`config.mk`:
```
export PLATFORM = sky130hd
export DESIGN_NAME = reg_bank_sequencer
export DESIGN_NICKNAME = d
export VERILOG_FILES = /design/src/rtl/reg_seq_pkg.sv /design/src/rtl/reg_seq_alu.sv /design/src/rtl/reg_bank_sequencer.sv
export SDC_FILE = /design/constraint.sdc
export NUM_CORES = 1
export LEC_CHECK = 0
export ABC_AREA = 0
export CELL_PAD_IN_SITES_DETAIL_PLACEMENT = 1
export CELL_PAD_IN_SITES_GLOBAL_PLACEMENT = 1
export CORE_AREA = 2 2 160 162
export DETAILED_ROUTE_END_ITERATION = 10
export DIE_AREA = 0 0 162 164
export HOLD_SLACK_MARGIN = 0.06
export PLACE_DENSITY_LB_ADDON = 0.1
export SKIP_LAST_GASP = 1
export SLEW_MARGIN = 20
export SYNTH_ARGS = -nofsm -noshare
export SYNTH_HDL_FRONTEND = slang
export SYNTH_SLANG_ARGS = --single-unit
```
`constraint.sdc`:
```
create_clock -name clk -period 2.9 [get_ports clk]
set_clock_uncertainty 0.15 [all_clocks]
set_input_delay 0.58 -clock clk [delete_from_list [all_inputs] [get_ports clk]]
set_output_delay 0.58 -clock clk [all_outputs]
set_load 0.01 [all_outputs]
```
`src/rtl/reg_seq_pkg.sv`:
```
// Shared types and the ALU evaluation function for the reg_bank sequencer.
// Pure declarations and combinational helpers; no latency, no flow control.
package reg_seq_pkg;

    typedef enum logic [2:0] {
        OP_ADD = 3'd0,
        OP_SUB = 3'd1,
        OP_AND = 3'd2,
        OP_OR  = 3'd3,
        OP_XOR = 3'd4,
        OP_SHL = 3'd5,
        OP_MOV = 3'd6,
        OP_LDI = 3'd7
    } op_t;

    typedef enum logic [1:0] {
        ST_IDLE = 2'd0,
        ST_READ = 2'd1,
        ST_EXEC = 2'd2,
        ST_WB   = 2'd3
    } state_t;

    localparam int ALU_MAXW = 32;
    typedef logic [ALU_MAXW-1:0] alu_word_t;

    // Operands arrive zero-extended to ALU_MAXW; w is the live word width (power of two, < ALU_MAXW).
    function automatic logic [ALU_MAXW:0] alu_eval(op_t op, alu_word_t a, alu_word_t b,
                                                   alu_word_t imm, int unsigned w);
        logic [2*ALU_MAXW-1:0] wide;
        alu_word_t             mask;
        alu_word_t             res;
        int unsigned           amt;
        logic                  carry;
        mask  = (alu_word_t'(1) << w) - alu_word_t'(1);
        amt   = b & alu_word_t'(w - 1);
        wide  = '0;
        res   = '0;
        carry = 1'b0;
        case (op)
            OP_ADD: begin
                wide = {{ALU_MAXW{1'b0}}, a} + {{ALU_MAXW{1'b0}}, b};
                res  = wide[ALU_MAXW-1:0];
            end
            OP_SUB: begin
                res   = a - b;
                carry = (a < b);
            end
            OP_AND: res = a & b;
            OP_OR:  res = a | b;
            OP_XOR: res = a ^ b;
            OP_SHL: begin
                wide = {{ALU_MAXW{1'b0}}, a} << amt;
                res  = wide[ALU_MAXW-1:0];
            end
            OP_MOV: res = a;
            OP_LDI: res = imm;
            default: res = '0;
        endcase
        // Bit w of the widened value is the ADD carry-out or the last bit shifted out by SHL.
        if (op == OP_ADD || op == OP_SHL) begin
            wide  = wide >> w;
            carry = wide[0];
        end
        return {carry, res & mask};
    endfunction

endpackage

```
`src/rtl/reg_seq_alu.sv`:
```
// Combinational W-bit ALU wrapper around alu_eval.
// Zero latency, no flow control; result and carry follow the inputs.
module reg_seq_alu
    import reg_seq_pkg::*;
#(
    parameter int W = 16
) (
    input  logic [2:0]   op_i,
    input  logic [W-1:0] a_i,
    input  logic [W-1:0] b_i,
    input  logic [W-1:0] imm_i,
    output logic [W-1:0] res_o,
    output logic         carry_o
);

    logic [ALU_MAXW:0] eval;
    logic              unused_ok;

    assign eval      = alu_eval(op_t'(op_i), alu_word_t'(a_i), alu_word_t'(b_i),
                                alu_word_t'(imm_i), W);
    assign res_o     = eval[W-1:0];
    assign carry_o   = eval[ALU_MAXW];
    assign unused_ok = &{1'b0, eval[ALU_MAXW-1:W]};

endmodule

```
`src/rtl/reg_bank_sequencer.sv`:
```
// Four-state READ/EXEC/WB sequencer driving reg_bank; one instruction per 4 cycles.
// instr_ready is high only in IDLE; offers made in other states are ignored until then.
module reg_bank_sequencer
    import reg_seq_pkg::*;
#(
    parameter int W = 16,
    parameter int N = 5
) (
    input  logic         clk,
    input  logic         reset,
    input  logic         instr_valid,
    output logic         instr_ready,
    input  logic [2:0]   op,
    input  logic [N-1:0] rd,
    input  logic [N-1:0] rs1_sel,
    input  logic [N-1:0] rs2_sel,
    input  logic [W-1:0] imm,
    output logic         bank_we,
    output logic [N-1:0] bank_addr_rd,
    output logic [N-1:0] bank_addr_rs1,
    output logic [N-1:0] bank_addr_rs2,
    output logic [W-1:0] bank_data_in,
    input  logic [W-1:0] bank_rs1,
    input  logic [W-1:0] bank_rs2,
    output logic         done,
    output logic [W-1:0] result,
    output logic         flag_zero,
    output logic         flag_carry
);

    state_t       state_q;
    logic [2:0]   op_q;
    logic [N-1:0] rd_q;
    logic [W-1:0] imm_q;
    logic [W-1:0] a_q;
    logic [W-1:0] b_q;

    logic         ready_q;
    logic         we_q;
    logic         done_q;
    logic [N-1:0] addr_rd_q;
    logic [N-1:0] addr_rs1_q;
    logic [N-1:0] addr_rs2_q;
    logic [W-1:0] data_in_q;
    logic [W-1:0] result_q;
    logic         zero_q;
    logic         carry_q;

    logic [W-1:0] alu_res;
    logic         alu_carry;

    reg_seq_alu #(.W(W)) u_alu (
        .op_i    (op_q),
        .a_i     (a_q),
        .b_i     (b_q),
        .imm_i   (imm_q),
        .res_o   (alu_res),
        .carry_o (alu_carry)
    );

    // Reset clears bank_we asynchronously, so an interrupted WB never writes.
    always_ff @(posedge clk or posedge reset) begin
        if (reset) begin
            state_q    <= ST_IDLE;
            op_q       <= '0;
            rd_q       <= '0;
            imm_q      <= '0;
            a_q        <= '0;
            b_q        <= '0;
            ready_q    <= 1'b1;
            we_q       <= 1'b0;
            done_q     <= 1'b0;
            addr_rd_q  <= '0;
            addr_rs1_q <= '0;
            addr_rs2_q <= '0;
            data_in_q  <= '0;
            result_q   <= '0;
            zero_q     <= 1'b0;
            carry_q    <= 1'b0;
        end else begin
            case (state_q)
                ST_IDLE: begin
                    if (instr_valid && ready_q) begin
                        op_q       <= op;
                        rd_q       <= rd;
                        imm_q      <= imm;
                        addr_rs1_q <= rs1_sel;
                        addr_rs2_q <= rs2_sel;
                        ready_q    <= 1'b0;
                        state_q    <= ST_READ;
                    end
                end
                ST_READ: begin
                    a_q     <= bank_rs1;
                    b_q     <= bank_rs2;
                    state_q <= ST_EXEC;
                end
                ST_EXEC: begin
                    result_q  <= alu_res;
                    zero_q    <= (alu_res == '0);
                    carry_q   <= alu_carry;
                    we_q      <= 1'b1;
                    done_q    <= 1'b1;
                    addr_rd_q <= rd_q;
                    data_in_q <= alu_res;
                    state_q   <= ST_WB;
                end
                ST_WB: begin
                    we_q    <= 1'b0;
                    done_q  <= 1'b0;
                    ready_q <= 1'b1;
                    state_q <= ST_IDLE;
                end
                default: state_q <= ST_IDLE;
            endcase
        end
    end

    assign instr_ready   = ready_q;
    assign bank_we       = we_q;
    assign bank_addr_rd  = addr_rd_q;
    assign bank_addr_rs1 = addr_rs1_q;
    assign bank_addr_rs2 = addr_rs2_q;
    assign bank_data_in  = data_in_q;
    assign done          = done_q;
    assign result        = result_q;
    assign flag_zero     = zero_q;
    assign flag_carry    = carry_q;

endmodule

```
-- After elaboration in Yosys (flattened, before gate mapping)
Cells that the tools add are included.
- flip-flop bits (word level): 93
- bits of input ports: 69
- output and inout port bits: 52
- word-level logic and storage cells: 50
- add/subtract/negate cells: 2
- magnitude comparators: 1
- equality and inequality tests: 11
- shifts and indexed selects: 1
- muxes and demuxes: 9
- bitwise logic cells: 3
- reduce and logical (&&, ||, !) cells: 9
- operators by type and width (operator ; number):
    16-bit case mux with 8 select lines ; 1
    17-bit case mux with 2 select lines ; 1
    16-bit by 16-bit adder with 17-bit output ; 1
    16-bit by 4-bit left shift with 17-bit output ; 1
    16-bit AND ; 1
    16-bit zero test ; 1
    16-bit less-than comparator ; 1
    16-bit bitwise OR ; 1
    16-bit subtractor ; 1
    16-bit bitwise XOR ; 1
    3-bit == test (second input constant) ; 4
    2-bit case mux with 4 select lines ; 1
    3-bit by 2-bit == test with 1-bit output (second input constant) ; 2
    2-bit == test (second input constant) ; 2
    1-bit case mux with 2 select lines ; 2
    2-bit AND reduction ; 2
    2-bit nonzero test ; 2
    3-bit by 1-bit == test with 1-bit output (second input constant) ; 1
    3-bit zero test ; 1
    1-bit 2-to-1 mux ; 3
    2-bit by 1-bit == test with 1-bit output (second input constant) ; 1
    2-bit zero test ; 1
    2-bit 2-to-1 mux ; 1
    2-bit != test (second input constant) ; 1
    other kinds (2) ; 2

-- Longest topological paths before layout
- depth after elaboration: 3
- depth in mapped cells: 13
- gate-level depth less buffers: 13

-- Hierarchy
From an unflattened synthesis, not the netlist that was laid out.
- cells, all modules: 730
- area total of the unflattened synthesis: 7349.5 sq um
- by module, submodules not included (module ; times used ; cells an instance ; area each (sq um) ; seq. area each (sq um)):
    reg_bank_sequencer ; 1 ; 235 ; 3826.2 ; 2328.5
    reg_seq_alu ; 1 ; 495 ; 3523.4 ; 0.0

-- Worst setup path after synthesis
Ideal clock, no wire load.
- kind: reg-to-reg
- start: register b_q[2]
- end: register result_q[15] (netlist: result[15])
- setup time: 0.125 ns
- arrival time: 2.850 ns
- required time: 2.625 ns
- path slack: -0.225 ns
- cell stages (with the launch flop): 14
- path buffers: 2
- clock period less this slack: 3.125 ns
- path through: dfrtp_1 > buf_2 > inv_2 > ha_1 > buf_4 > nor3_1 > a221o_1 > o311a_1 > o311ai_1 > o211ai_1 > xnor2_1 > a21oi_1 > o311ai_1 > mux2_2
- word-level cells in the longest chain between the ends: 2
- elaborated cells on any way between the ends: 4
- classes of those cells: add/sub: 2; shift: 1; mux: 1
- RTL lines (item ; RTL line ; RTL):
    start, declared ; reg_bank_sequencer.sv:36 ; logic [W-1:0] b_q;
    start signal, assigned ; reg_bank_sequencer.sv:95 ; b_q <= bank_rs2;
    16-bit subtractor (tied with other cells) ; reg_seq_pkg.sv:45 ; res = a - b;
    16-bit case mux with 8 select lines (*) ; reg_seq_pkg.sv:39 ; case (op)
    end signal, assigned ; reg_bank_sequencer.sv:99 ; result_q <= alu_res;
    end, declared ; reg_bank_sequencer.sv:45 ; logic [W-1:0] result_q;
Every way passes the cells marked *; elsewhere a longest branch is shown, timed or not.
A chain may end at the register's enable or synchronous reset.

-- Worst setup path in the final report
- start: register b_q[0]
- end: register zero_q (netlist: flag_zero)
- word-level cells in the longest chain between the ends: 3
- elaborated cells on any way between the ends: 8
- classes of those cells: add/sub: 2; shift: 1; mux: 1; bitwise: 3; reduce/logical: 1
- RTL lines (item ; RTL line ; RTL):
    16-bit subtractor (tied with other cells) ; reg_seq_pkg.sv:45 ;
    16-bit case mux with 8 select lines (*) ; reg_seq_pkg.sv:39 ;
    16-bit zero test (*) ; reg_bank_sequencer.sv:100 ; zero_q <= (alu_res == '0);
    end signal, assigned ; reg_bank_sequencer.sv:100 ;
    end, declared ; reg_bank_sequencer.sv:46 ; logic zero_q;
Marks and branches as above.

==> summary.md <==
| Metric | Value |
|---|---|
| Outcome | finished, violations left |
| Failing checks | negative setup slack |
| Setup violations, final | 5 |
| Mapped cell area | 7310 um2 |
| # IOs | roughly 120 |
| Antenna violations before repair | 1 |
| Clk Latency, worst-skew pair | 0.37 ns |
| Hold Violations, Final | 0 |
| Post-Place Cells | roughly 1,400 |
| Number of max-cap violations | 0 |
| Final setup margin | -0.307 ns |
| F_max | 0.312 GHz |
| Die Span Y | 164 um |
| DR iter-0 viols | 344 |
| Placement Setup Slack | -0.817 ns |
| Seq/Total Area, Yosys | 31.8% |
| Hold_ws | roughly 0.35 ns |
| Most common cell after layout, fill and taps aside | buf_4 |
| CP startpoint kind | flip-flop |
| Top cell type by total area after synthesis | dfrtp_1 |
| Die Area | 26,600 um2 |
| Non-filler cells, final | 1,407 |
| Die Wd | 162 um |
| N_diodes | 0 |
| Async SR Flop Fraction | 100% |
| Worst Hold Class | flip-flop to flip-flop |
| Top cells by area, synth | dfrtp_1 31%, ha_1 9.2%, mux2_2 7.7% |
| Top_reg_cell synth | dfrtp_1 |
| Residual DRC | 0 |
| CTS Sinks | 93 |
| Power density over the cells | 248 nW/um2 |
| Kind of critical path | flip-flop to flip-flop |
| Worst slew margin | 63.2% |
| Avg Vias per Cell | 5.03 |
| Starting Density | 29.5% |
| CTS max path bufs | 2 |
| Area Overhead vs Synth | 48.6% |
| Pre-antenna DRT Iters | 4 |
| Final Cycle Share | 111% |
| Layout cell share with drive strength beyond 1 | between 30% and 40% |
| Gate Count Post-Synth | 811 |
| Wire per inst | 20.7 um |
| Slack of the worst reg-to-reg path | -0.31 ns |
| RSZ-0062 raised after global routing | true |
| TritonCTS Buffers | 9 |
| #FFs+latches synth | 93 |
| CP Capture Type | flip-flop |
| Post-Syn Nets | 936 |
| Worst-Margin Slew | 0.552 ns |
| Warnings from Yosys | 0 |
| Tot GR Track Use | a little under a quarter |
| Critical Path Fanout Max | 4 |
| Worst vdd ir | 280 uV |
| Static leakage | 0.00477 uW |
| First-pass GRT wire length | 45.6 mm |
| Commonest cells after routing, fill and taps aside | 189 x buf_4, 120 x clkdlybuf4s50_1, 86 x dfrtp_1, 80 x nand2_1, 57 x nor2_1 |
| Number of synthesized flops with an enable pin | 0 |
| Critical Path AT | 3.33 ns |
| Largest net degree at the start of global routing | 65 |
| Port Buffers | 120 |
| CTS clock-pin slew for the worst setup and hold paths | 0.08 ns |
| Nets | 1,197 |
| Yosys top cell area share | 31.5% |
| Total wire length | 29.1 mm |
| Site Rows | 58 |
| Antenna violation net count after detailed routing | 0 |
| Minimum clock period | 3.21 ns |
| Synth cell types | 82 |
| Vias in the first global route | between 7,000 and 8,000 |
| Core region area | 24,800 um2 |
| Max-slew violation count | 0 |
| Overflow left after global routing | 0 |
| GPL Wtd Cong | ~0.90 |
| H-tree depth | 3 |
| DR vias | 7,071 |
| Avg Cell Area, Syn | 9.02 um2 |
| CTS Root Cell | clkbuf_16 |
| CTS tree | built |
| Placed wire-length estimate | 23.3 mm |
| CP required | 3.02 ns |
| Tot Pwr | between 2000 and 3000 uW |
-- cell type report --
| class | count | area [um2] |
|---|---|---|
| clock buffers | 9 | 225 |
| fillers | 2868 | 14000 |
| flip-flops and latches | 93 | 2340 |
| multi-input cells | 590 | 4780 |
| well taps | 330 | 413 |
| clock inverters | 7 | 75.1 |
| inverters | 57 | 225 |
| repair buffers | 321 | 2810 |
-- path summary, 6_finish.rpt --
kind	start	end	depth (start not counted)
max	b_q[0]	flag_zero	12
min	imm_q[9]	imm_q[9]	1
max reg2reg	b_q[0]	flag_zero	12
min reg2reg	imm_q[9]	imm_q[9]	1
max in group asynchronous	reset	op_q[2]	3
min in group asynchronous	reset	bank_addr_rs1[4]	3
-- report_power, final --
part | internal (uW) | switching (uW) | total, uW
clock network | 617 | 656 | 1270
registers | 1300 | 0 | 1300
logic | 83.7 | 41.7 | 125
-- state kept, by name, summed over array words and instances, names as in the netlist --
signal         count
imm_q             16
op_q               3
b_q               16
rd_q               5
bank_addr_rs2      5
bank_addr_rd       5
flag_zero          1
instr_ready        1
bank_addr_rs1      5
state_q            2
flag_carry         1
done               1
result            16
a_q               16
-- cell usage after synthesis, types with 6 or more instances --
cell type and number:
nand2_1 80, a211oi_1 13, ha_1 54, nand2b_1 13, o211ai_1 8, dfrtp_1 92
o21ai_0 50, inv_2 6, clkbuf_1 25, a21oi_1 52, buf_4 22, a31oi_1 7
nor3_1 20, mux2_2 50, mux2i_1 25, a22oi_1 7, buf_2 21, nor2b_1 12
inv_1 51, nor2_1 58, o21ai_1 6, nand3_1 7, a221oi_1 7
-- metal layers --
layer,GRT usage [%],vias up,routed length [um]
li1,-,3412,-
met2,35.7,158,13100
met1,32.5,3481,14400
met5,0,-,0
met4,4.71,0,421
met3,3.56,20,1250
-- kinds of logic after synthesis --
group                      synth area share (%)
and+or+nand+nor                            14.5
DFF                                        31.8
buffers and inverters                      8.37
adders and majority gates                  9.79
muxes                                      13.9
AOI/OAI and AO/OA                          20.6
xor gates and xnor gates                  0.958
-- through the flow --
stage | cell area [um2] | util [%] | TNS [ns]
final | 10900 | 43.8 | -0.978
after global routing | 10900 | 43.8 | -1.73
after CTS | 10700 | 43.2 | -0.969
after detailed placement | 10100 | 40.7 | -2.13
after global placement | 10100 | 40.7 | -2.16
after floorplan | 7410 | - | -0.164
-- timing repair --
action                                  CTS  global route
buffers inserted                         10             4
endpoints found under the setup margin    9            10
gates resized for setup                  48            26
gates cloned                              0             0
pin swaps                                16            14
hold buffers                              0             0
-- worst max-delay path: stages (launching register included) --
cell and delay, ns:
dfrtp_2 0.46, ha_4 0.18, fa_2 0.36, a211oi_4 0.35, o21ai_2 0.13, a41oi_2 0.17, buf_4 0.15, o31ai_4 0.06
a221o_1 0.35, a21oi_2 0.16, a21boi_2 0.22, nand4b_4 0.11, o32ai_2 0.24
No activity file was read; power rests on OpenSTA's default activity.
